`config.mk`:
```
export PLATFORM = sky130hd
export DESIGN_NAME = temporal_read_sched
export DESIGN_NICKNAME = d
export VERILOG_FILES = /design/src/rtl/temporal_pkg.sv /design/src/rtl/gamma_timebase.sv /design/src/rtl/temporal_read_sched.sv
export SDC_FILE = /design/constraint.sdc
export NUM_CORES = 1
export LEC_CHECK = 0
export ABC_AREA = 1
export CAP_MARGIN = 20
export CORE_ASPECT_RATIO = 1.1
export CORE_MARGIN = 8
export CORE_UTILIZATION = 50
export DETAILED_ROUTE_END_ITERATION = 10
export PLACE_DENSITY = 0.91
export SLEW_MARGIN = 15
export SYNTH_ARGS = -nofsm -noshare
export SYNTH_HDL_FRONTEND = slang
export SYNTH_SLANG_ARGS = --single-unit
```
`constraint.sdc`:
```
create_clock -name aclk -period 3.9 [get_ports aclk]
set_input_delay 0.975 -clock aclk [delete_from_list [all_inputs] [get_ports aclk]]
set_output_delay 0.975 -clock aclk [all_outputs]
set_load 0.01 [all_outputs]
```
`src/rtl/temporal_pkg.sv`:
```
// temporal_pkg: shared types and helpers for the temporal (rising-edge-coded) mux blocks
package temporal_pkg;
  typedef enum logic [2:0] {IDLE, ARMED, ENC, PULSE, RESP} sched_state_t;
  function automatic int gamma_period(input int gcw, input int pw);
    return gcw + pw + 1;
  endfunction
endpackage

```
`src/rtl/gamma_timebase.sv`:
```
// gamma_timebase: free-running gamma-cycle counter with boundary strobe and mux counter reset
module gamma_timebase #(
  parameter int PERIOD = 25,
  parameter int CW     = $clog2(PERIOD)
) (
  input  logic          aclk,
  input  logic          grst_n,
  output logic [CW-1:0] gcnt,
  output logic          gamma_start,
  output logic          mux_rst
);
  logic [CW-1:0] r_gcnt;
  always_ff @(posedge aclk or negedge grst_n) begin
    if (!grst_n) r_gcnt <= '0;
    else         r_gcnt <= (r_gcnt == CW'(PERIOD - 1)) ? '0 : r_gcnt + 1'b1;
  end
  assign gcnt        = r_gcnt;
  assign gamma_start = (r_gcnt == '0);
  // the mux counter must also be held cleared while the block itself is in reset
  assign mux_rst     = gamma_start | ~grst_n;
endmodule

```
`src/rtl/temporal_read_sched.sv`:
```
// temporal_read_sched: encodes a read index as a select-line rise time within a gamma cycle
// and returns the word the temporal mux presents at that rise
module temporal_read_sched
  import temporal_pkg::*;
#(
  parameter  int GAMMA_CYCLE_WIDTH = 16,
  parameter  int PULSE_WIDTH       = 8,
  parameter  int NUM_INPUTS        = GAMMA_CYCLE_WIDTH,
  parameter  int BUS_WIDTH         = 8,
  localparam int IDX_W             = $clog2(NUM_INPUTS),
  localparam int P                 = gamma_period(GAMMA_CYCLE_WIDTH, PULSE_WIDTH)
) (
  input  logic                 aclk,
  input  logic                 grst_n,
  input  logic                 req_valid,
  output logic                 req_ready,
  input  logic [IDX_W:0]       req_idx,
  output logic                 rsp_valid,
  input  logic                 rsp_ready,
  output logic [BUS_WIDTH-1:0] rsp_data,
  output logic [IDX_W:0]       rsp_idx,
  output logic                 rsp_err,
  output logic                 mux_rst,
  output logic                 select_line,
  input  logic [BUS_WIDTH-1:0] mux_y,
  output logic                 gamma_start
);
  localparam int GW   = $clog2(P);
  localparam int IW   = IDX_W + 1;
  localparam int PW_W = $clog2(PULSE_WIDTH + 1);

  sched_state_t         r_state, w_next;
  logic [GW-1:0]        w_gcnt;
  logic [PW_W-1:0]      r_pcnt;
  logic [IW-1:0]        r_idx;
  logic                 r_err, r_sel;
  logic [BUS_WIDTH-1:0] r_data;

  gamma_timebase #(.PERIOD(P), .CW(GW)) u_tb (
    .aclk        (aclk),
    .grst_n      (grst_n),
    .gcnt        (w_gcnt),
    .gamma_start (gamma_start),
    .mux_rst     (mux_rst)
  );

  always_comb begin
    w_next = r_state;
    unique case (r_state)
      IDLE:    if (req_valid) w_next = ARMED;
      // idx 0 must rise at gcnt 1, so it skips the low encoding phase entirely
      ARMED:   if (gamma_start) w_next = (r_idx == '0) ? PULSE : ENC;
      ENC:     if (r_err ? (w_gcnt == GW'(P - 2)) : (IW'(w_gcnt) == r_idx)) w_next = r_err ? RESP : PULSE;
      PULSE:   if (r_pcnt == PW_W'(PULSE_WIDTH - 1)) w_next = RESP;
      RESP:    if (rsp_ready) w_next = IDLE;
      default: w_next = IDLE;
    endcase
  end

  always_ff @(posedge aclk or negedge grst_n) begin
    if (!grst_n) begin
      r_state <= IDLE;
      r_sel   <= 1'b0;
      r_pcnt  <= '0;
      r_idx   <= '0;
      r_err   <= 1'b0;
      r_data  <= '0;
    end else begin
      r_state <= w_next;
      r_sel   <= (w_next == PULSE);
      r_pcnt  <= (r_state == PULSE) ? r_pcnt + 1'b1 : '0;
      if (r_state == IDLE && req_valid) begin
        r_idx  <= req_idx;
        r_err  <= (req_idx >= IW'(NUM_INPUTS));
        r_data <= '0;
      end
      // only the first high cycle carries the selected input; later mux_y is ignored
      if (r_state == PULSE && r_pcnt == '0) r_data <= mux_y;
    end
  end

  assign req_ready   = (r_state == IDLE);
  assign rsp_valid   = (r_state == RESP);
  assign select_line = r_sel;
  assign rsp_data    = r_data;
  assign rsp_idx     = r_idx;
  assign rsp_err     = r_err;
endmodule

```
==> key figures, run 1 <==
Status
  – Status: finished clean

Logic synthesis
  – Mean Syn Cell Area: 8.64 um^2
  – Count of cell types in the netlist: 25
  – Post-Syn Nets: 180
  – Seq/Total Area, Yosys: 0.492
  – Post-Syn Instances: 159
  – Flops & latches, synth: 27
  – Cell Area, Synth: 1370 um^2
  – Synth Warn #: 0

Floorplan
  – Chip height: 71.0 um
  – # IOs: 36
  – Core area: 2700 um^2
  – FP Rows: 20
  – Die area: 4680 um^2
  – Die width: 66.0 um
  – Initial Util: 0.508

GRT
  – Congestion Overflow GR: 0
  – Wire length of the first global-routing pass: 5.27 mm
  – Vias in the first global route: 1258
  – Pin count of the biggest net entering global routing: 28
  – Antenna violations before repair: 0
  – Total GRT Usage: 0.137

Layout
  – Fin util: 0.656
  – Syn-to-layout area delta: 29.0%
  – Most frequent cells in the layout: clkdlybuf4s50_1 (35), dfrtp_1 (27), nand2_1 (26)
  – Commonest non-fill, non-tap cell in the layout: clkdlybuf4s50_1
  – Diodes inserted: 0
  – Design area: 1770 um^2
  – Share of cells above drive strength 1: 0.138
  – Non-filler cells, final: 229
  – Nets: 218

Placed design
  – Port Buffer Count: 35
  – DP Wirelength: 2.31 mm
  – Placed instance area: 1750 um^2
  – GP Congestion: 0.849
  – Placed insts: 225
  – Place WS: 0.839 ns

Timing
  – Peak Freq: 0.329 GHz
  – Final min period: 3.04 ns
  – Crit share post-route: 0.780
  – RSZ-0062 raised after global routing: false
  – Slew Viols, Final: 0
  – Finish-stage setup viols: 0
  – Fin Setup TNS: 0 ns
  – Final Hold Viols: 0
  – Final WS setup: 0.857 ns
  – Clk_skew: 0.00272 ns
  – Worst rel slew slack: 0.704
  – Worst slew pin tran: 0.443 ns
  – Hold WS: 0.495 ns

Clock tree
  – Worst-path clk slew: 0.13 ns
  – Post-cts hold buffer count: 0
  – CTS max path bufs: 2
  – CTS tree: yes
  – Clock sink total: 27
  – TritonCTS Buffers: 3
  – H-Tree Depth: 1
  – Cts repair resizes: 0
  – Setup bufs post-CTS: 0
  – Worst skew pair latency: 0.32 ns
  – Root Driver: clkbuf_4

Drt
  – 1st-iter DRT viols: 48
  – Via/cell ratio: 5.20
  – First-pass DRT Iterations: 4
  – Via count: 1191
  – Total routed wirelength: 2.93 mm
  – Wirelength per Cell: 12.8 um
  – Routed Antenna Nets: 0
  – Post-route DRC: 0

Worst setup path
  – CP Class: in -> out
  – CP startpoint kind: input pin
  – Crit-path max FO: 2
  – Worst EP required: 2.92 ns
  – Worst setup EP type: primary output
  – Worst Path Arrival: 2.07 ns

Job
  – Max-cap violations: 0

Min path
  – Hold Path Class: reg -> reg

Pwr
  – Peak VDD IR: 0.372 mV
  – Lkg Pwr: 0.829 nW
  – P per Cell Area: 552 nW/um^2
  – Pwr Total: 978 uW
[registers in the layout, indices dropped and copies added (netlist names)]
name	count
r_state	3
select_line	1
rsp_idx	5
rsp_data	8
u_tb.gcnt	5
rsp_err	1
r_pcnt	4
[kinds of logic (layout without fill, tap and decap cells)]
group / Yosys count / after routing / synth area share
fa+ha+maj: 4 / 4 / 0.0364
simple gates: 68 / 68 / 0.241
flops: 27 / 27 / 0.492
buf+inv: 31 / 68 / 0.0984
compound gates: 29 / 29 / 0.132
[worst paths after layout]
check                      depth (start not counted)  slack (ns)       start     endpoint
setup / recovery                                   3        0.86      grst_n      mux_rst
min in group asynchronous                          2        1.09      grst_n   rsp_idx[3]
hold / removal                                     1        0.50   r_pcnt[0]    r_pcnt[0]
max in group asynchronous                          2        2.56      grst_n  rsp_data[2]
hold reg to reg                                    1        0.50   r_pcnt[0]    r_pcnt[0]
setup reg to reg                                   5        2.44  r_state[0]      rsp_err
[worst max-delay path: stages]
cell and delay [ns]:
clkdlybuf4s50_1 0.45, nand2_1 0.10, clkdlybuf4s50_1 0.54
[layer usage]
| metal | track usage | part of all wire | vias up |
|---|---|---|---|
| li1 | - | - | 590 |
| met2 | 0.235 | 0.50 | 35 |
| met3 | 0.0379 | 0.071 | 6 |
| met1 | 0.152 | 0.41 | 560 |
| met5 | 0 | 0 | - |
| met4 | 0.0618 | 0.019 | 0 |
[power by group]
group          switching [mW]  leakage [nW]  internal, mW  total (mW)
registers              0.0726         0.348         0.349       0.422
logic                   0.229         0.466         0.210       0.438
clock network          0.0776        0.0150        0.0400       0.118
[area by class of cell]
type	count	area, um^2
flip-flops and latches	27	676
multi-input cells	101	563
fillers	232	931
clock buffers	4	26.3
well taps	33	41.3
inverters	28	108
repair buffers	36	358
[Yosys cell counts]
library cell / n / share of area
inv_2: 6 / 0.016
o21ai_0: 7 / 0.025
nand2_1: 26 / 0.071
o21a_1: 1 / 0.0055
nand4_1: 5 / 0.023
nand3_2: 1 / 0.0073
nand3_4: 1 / 0.013
o21ai_2: 8 / 0.051
buf_6: 2 / 0.016
or2_2: 1 / 0.0046
inv_1: 21 / 0.057
inv_4: 1 / 0.0046
nor2_1: 9 / 0.025
buf_2: 1 / 0.0036
ha_1: 4 / 0.036
nand2_2: 1 / 0.0046
o21ai_1: 5 / 0.018
dfrtp_1: 27 / 0.49
nor3_1: 2 / 0.0073
a21oi_1: 6 / 0.022
nor3_2: 1 / 0.0073
nor2_2: 3 / 0.014
o22ai_1: 1 / 0.0046
o211ai_1: 1 / 0.0055
nand3_1: 18 / 0.066
Note: power is estimated with default switching activity, not from simulation.
==> inputs of run 2 (changes only) <==
--- a/config.mk
+++ b/config.mk
@@ -9,9 +9,9 @@
 export CAP_MARGIN = 20
 export CORE_ASPECT_RATIO = 1.1
 export CORE_MARGIN = 8
-export CORE_UTILIZATION = 50
+export CORE_UTILIZATION = 43
 export DETAILED_ROUTE_END_ITERATION = 10
-export PLACE_DENSITY = 0.91
+export PLACE_DENSITY = 0.84
 export SLEW_MARGIN = 15
 export SYNTH_ARGS = -nofsm -noshare
 export SYNTH_HDL_FRONTEND = slang
==> constraint.sdc (replaced) <==
create_clock -name aclk -period 2.5 [get_ports aclk]
set_input_delay 0.625 -clock aclk [delete_from_list [all_inputs] [get_ports aclk]]
set_output_delay 0.625 -clock aclk [all_outputs]
set_load 0.01 [all_outputs]
==> run 2 against run 1 <==
Effect of this change: critical path depth shrank 1; total power grew 56%; clock-buffer cell count shrank 1; sequential share of layout area shrank 0.40 points; global-route usage shrank 1.6 points; first-iteration DRC count shrank 8.3%; via count grew 0.17%; sequential power grew 56%; worst hold slack gained 0.024 ns; final area grew 1.1%; critical endpoint is now rsp_valid; largest cell class unchanged.
==> key figures, run 2 (same netlist as run 1, synthesis figures left out) <==
GRT
  – Total GRT Usage: 0.122
  – Antenna violations before repair: 0
  – Pin count of the biggest net entering global routing: 28
  – Wire length of the first global-routing pass: 5.21 mm
  – Vias in the first global route: 1214
  – Congestion Overflow GR: 0

Floorplan
  – Core area: 3050 um^2
  – Die area: 5260 um^2
  – Die width: 69.9 um
  – FP Rows: 21
  – # IOs: 36
  – Chip height: 75.3 um
  – Initial Util: 0.451

Job
  – Max-cap violations: 0

Worst setup path
  – Crit-path max FO: 5
  – Worst EP required: 1.88 ns
  – Worst r2r path cells: 5
  – CP startpoint kind: flip-flop
  – Worst setup EP type: primary output
  – CP Class: reg -> out
  – R2R Path End: rsp_idx[4]
  – Worst reg2reg startpoint: r_state[0]
  – Worst Path Arrival: 1.64 ns
  – Worst reg-to-reg setup slack: 1.05 ns

Layout
  – Share of cells above drive strength 1: 0.152
  – Most frequent cells in the layout: clkdlybuf4s50_1 (33), dfrtp_1 (27), nand2_1 (26)
  – Fill cell count: 260
  – Design area: 1790 um^2
  – Max FFs per register: 8
  – Syn-to-layout area delta: 30.3%
  – Register Area: 676 um^2
  – Commonest non-fill, non-tap cell in the layout: clkdlybuf4s50_1
  – Nets: 220
  – Multi-input gate area: 563 um^2
  – Diodes inserted: 0

Clock tree
  – Root Driver: clkbuf_4
  – Worst-path clk slew: 0.14 ns
  – Clock sink total: 27
  – H-Tree Depth: 1
  – TritonCTS Buffers: 3
  – CTS max path bufs: 2
  – Worst skew pair latency: 0.33 ns
  – Post-cts hold buffer count: 0
  – CTS tree: yes

Timing
  – Worst slew pin tran: 0.445 ns
  – Clk_skew: 0.00273 ns
  – Crit share post-route: 0.906
  – RSZ-0062 raised after global routing: false
  – Finish-stage setup viols: 0
  – Worst rel slew slack: 0.703
  – Final min period: 2.27 ns
  – Final Hold Viols: 0
  – Fin Setup TNS: 0 ns
  – Slew Viols, Final: 0
  – Final WS setup: 0.234 ns
  – Peak Freq: 0.441 GHz

Placed design
  – Place WS: 0.157 ns
  – DP Wirelength: 2.31 mm
  – Port Buffer Count: 35
  – Placed instance area: 1750 um^2
  – GP Congestion: 0.861

Pwr
  – Peak VDD IR: 0.488 mV
  – Lkg Pwr: 0.863 nW
  – P_int: 931 uW
  – Pwr Total: 1.53 mW
  – P per Cell Area: 852 nW/um^2
  – Sequential power share: 0.432
  – Clk pwr share: 0.126
  – Total net switching power: 595 uW
  – Gate power share: 0.442
  – Switch share: 0.390

Min path
  – Hold depth: 1
  – Min-delay src: r_pcnt[0]
  – Hold worst-path end: r_pcnt[0]
  – Hold Path Class: reg -> reg

Drt
  – Total routed wirelength: 2.96 mm
  – First-pass DRT Iterations: 4
  – 1st-iter DRT viols: 44
  – Routed Antenna Nets: 0
  – Via count: 1193
  – Wirelength per Cell: 12.8 um
  – Post-route DRC: 0
  – Via/cell ratio: 5.14

Status
  – Status: finished clean
[run 2: cell count changes in the layout (fill, tap and decap cells not counted), sizes merged]
cell	before	now
clkbuf	4	3
clkinv	0	1
clkdlybuf4s50	35	33
buf	1	3
dlygate4sd2	0	1
dlymetal6s2s	0	1
[run 2: layout make-up]
cell class                      instances  share of cell area
Clock buffer                            3              0.0126
Clock inverter                          1             0.00280
Inverter                               28              0.0601
Multi-Input combinational cell        101               0.314
Sequential cell                        27               0.377
Tap cell                               34              0.0238
Timing Repair Buffer                   38               0.209
[run 2: worst max path at each step]
stage	startpoint	end	cells after the start	slack, ns
finish	r_state[0]	rsp_valid	2	0.23
CTS	u_tb.gcnt[0]	gamma_start	5	0.06
global placement	grst_n	mux_rst	3	0.16
global route	r_state[2]	rsp_valid	3	0.11
detailed placement	grst_n	mux_rst	3	0.16
floorplan	u_tb.gcnt[0]	mux_rst	6	0.84
[run 2: per-stage QoR]
step | hold WS, ns | cells | utilization
6_report | 0.519 | 232 | 0.587
5_1_grt | 0.544 | 232 | 0.587
4_1_cts | 0.519 | 232 | 0.587
3_5_place_dp | 0.499 | 226 | 0.573
3_3_place_gp | 0.474 | 226 | 0.573
2_1_floorplan | 0.329 | 159 | -
[run 2: worst max-delay path: stages (launching register included)]
cell and delay [ns]:
dfrtp_1 0.46, nor3_1 0.27, clkdlybuf4s50_1 0.58
[run 2: power by group through the flow]
| stage | clock, mW | combinational [mW] | sequential (mW) |
|---|---|---|---|
| floorplan | 0 | 0.383 | 0.675 |
| global placement | 0 | 0.675 | 0.662 |
| detailed placement | 0 | 0.687 | 0.668 |
| CTS | 0.199 | 0.689 | 0.661 |
| global route | 0.219 | 0.763 | 0.677 |
| finish | 0.192 | 0.674 | 0.659 |
[run 2: routing by layer]
layer	vias up	track usage	routed length, um
met5	-	0	0
met4	0	0.0915	82
met3	4	0.0224	138
met2	38	0.200	1410
met1	553	0.141	1330
li1	598	-	-
[run 2: what timing repair did]
action	CTS	global route
endpoints found under the setup margin	2	1
pin swaps	0	0
resized for setup	1	1
setup buffers	2	0
==> variant, RTL diff (config.mk and constraints of run 2) <==
Encoding of `sched_state_t`: now one-hot (5 bits for 5 states).
--- a/src/rtl/temporal_pkg.sv
+++ b/src/rtl/temporal_pkg.sv
@@ -2,3 +2,3 @@
 package temporal_pkg;
-  typedef enum logic [2:0] {IDLE, ARMED, ENC, PULSE, RESP} sched_state_t;
+  typedef enum logic [4:0] {IDLE = 5'b00001, ARMED = 5'b00010, ENC = 5'b00100, PULSE = 5'b01000, RESP = 5'b10000} sched_state_t;
   function automatic int gamma_period(input int gcw, input int pw);
Behaviour: no difference found for any inputs over 10 cycles, from zero or initial values and one cycle with grst_n low; not proved beyond that.
==> variant against run 2 <==
- sequential cell count rose by 2
- core utilization down 1.6 points
- wire length increased by 8.9%
- power decreased by 1.3%
- design area up 13%
- worst setup slack worse by 0.034 ns
- register-to-register slack improved by 0.02 ns
- hold slack worse by 0.036 ns
- area after synthesis rose by 12%
- die area increased by 9.4%
- clock power is 97% higher
- largest power group is now sequential cells
==> variant: results (changes against run 2) <==
The flow ran to the end, and the final reports show no timing, DRC or antenna violations. In the post-synthesis netlist, the biggest area contributors are sky130_fd_sc_hd__dfrtp_1 (45%), sky130_fd_sc_hd__nand3_1 (9.7%), sky130_fd_sc_hd__nand2_1 (8.0%), sky130_fd_sc_hd__inv_1 (7.1%), sky130_fd_sc_hd__nor2_1 (3.7%). The met2 demand-to-capacity share in global routing was 21.6% (+1.6 points).

The clock slew seen by the registers of the worst setup and hold paths was 0.06 ns (-0.08 ns). Maximum vdd drop: 0.000453 V (-7.3%). Total global routing track utilization: 12.2% (+0.037 points). The complex-gate fraction of the synthesized area is 9.02% (-4.2 points).

The number of buffers created by CTS is 5 (+2), and the number of distinct standard cells referenced by the synthesized netlist is 28 (+12%). The run gives 0.00312 ns (+0.000383 ns) as the worst setup skew after layout. The count of TritonRoute iterations in the first routing pass is 5 (+1), and the placer's final routability congestion estimate is 0.868 (+0.86%).

Fraction of final layout cells sized beyond drive strength 1: 14.3% (-0.87 points). The logs give 2 (+1) for the count of H-tree levels built during CTS and 2.77% (+0.53 points) for the met3 layer usage reported by global route. The run gives 1.68 ns (+0.04 ns) as the data arrival time of the critical path. The total length of routed met3 wires is 127 µm (-8.0%), and the post-synthesis share of cell area spent on xor and xnor gates is 0.569% (+0.57 points). The number of buffers inserted by post-CTS setup repair was 0 (-2). In this run the critical register-to-register path is launched from r_pcnt[0]$_DFF_PN0_. Instance area at placement: 1930 µm² (+10%).

The longest individual stage delay on the worst path was 0.54 ns (-0.04 ns); the number of vias per cell after detailed routing was 4.75 (-7.7%). Wire length the detailed router placed on met1: 1.40 mm (+5.4%). The run gives 30 (+7.1%) as the largest net degree at the start of global routing. The worst register-to-register path ends at rsp_data[2]$_DFFE_PN0P_. The fraction of power spent switching nets was 34.2% (-4.8 points). The adder-cell area share of the yosys netlist is 3.25% (-0.39 points). The logs give 2.52 mm (+9.1%) for the post-detailed-placement half-perimeter wirelength and 5.61 mm (+7.7%) for the global-route wire length before repair. The clock network latency to the later pin of the worst-skew pair was 0.27 ns (-0.06 ns).

For the leakage power, the log shows 1.06 nW (+23%). The tools report the clock tree root buffer cell as sky130_fd_sc_hd__clkbuf_8. The biggest fanout along the worst timing path is 3 (-2). The critical path capture point is req_ready.

Number of filler instances in the final layout: 291 (+12%). The final net count was 245 (+11%); the minimum setup slack among reg-to-reg paths was 1.07 ns (+0.02 ns). The tools report the global-route met1 utilization as 13.1% (-0.96 points).
## variant: final cells by class
class / count / area share [%]
multi-input combinational: 119 / 32.5
timing repair buffer: 36 / 17.8
sequential: 29 / 36.0
clock buffer: 7 / 4.27
inverter: 33 / 6.37
tap: 50 / 3.09
## variant: stage by stage
| step | setup slack [ns] | std cells | util [%] |
|---|---|---|---|
| 6_report | 0.200 | 274 | 57.1 |
| 4_1_cts | 0.0232 | 274 | 56.9 |
| 3_3_place_gp | 0.224 | 267 | 54.5 |
| 5_1_grt | 0.103 | 274 | 57.1 |
| 3_5_place_dp | 0.212 | 267 | 54.5 |
| 2_1_floorplan | 0.912 | 183 | - |
## variant: power groups by stage
stage	clock [W]	sequential (W)	combinational, W
floorplan	0	0.000618	0.000326
global placement	0	0.000608	0.000526
detailed placement	0	0.000609	0.000533
CTS	0.000389	0.000602	0.000534
global route	0.000414	0.000609	0.000583
finish	0.000378	0.000601	0.000526
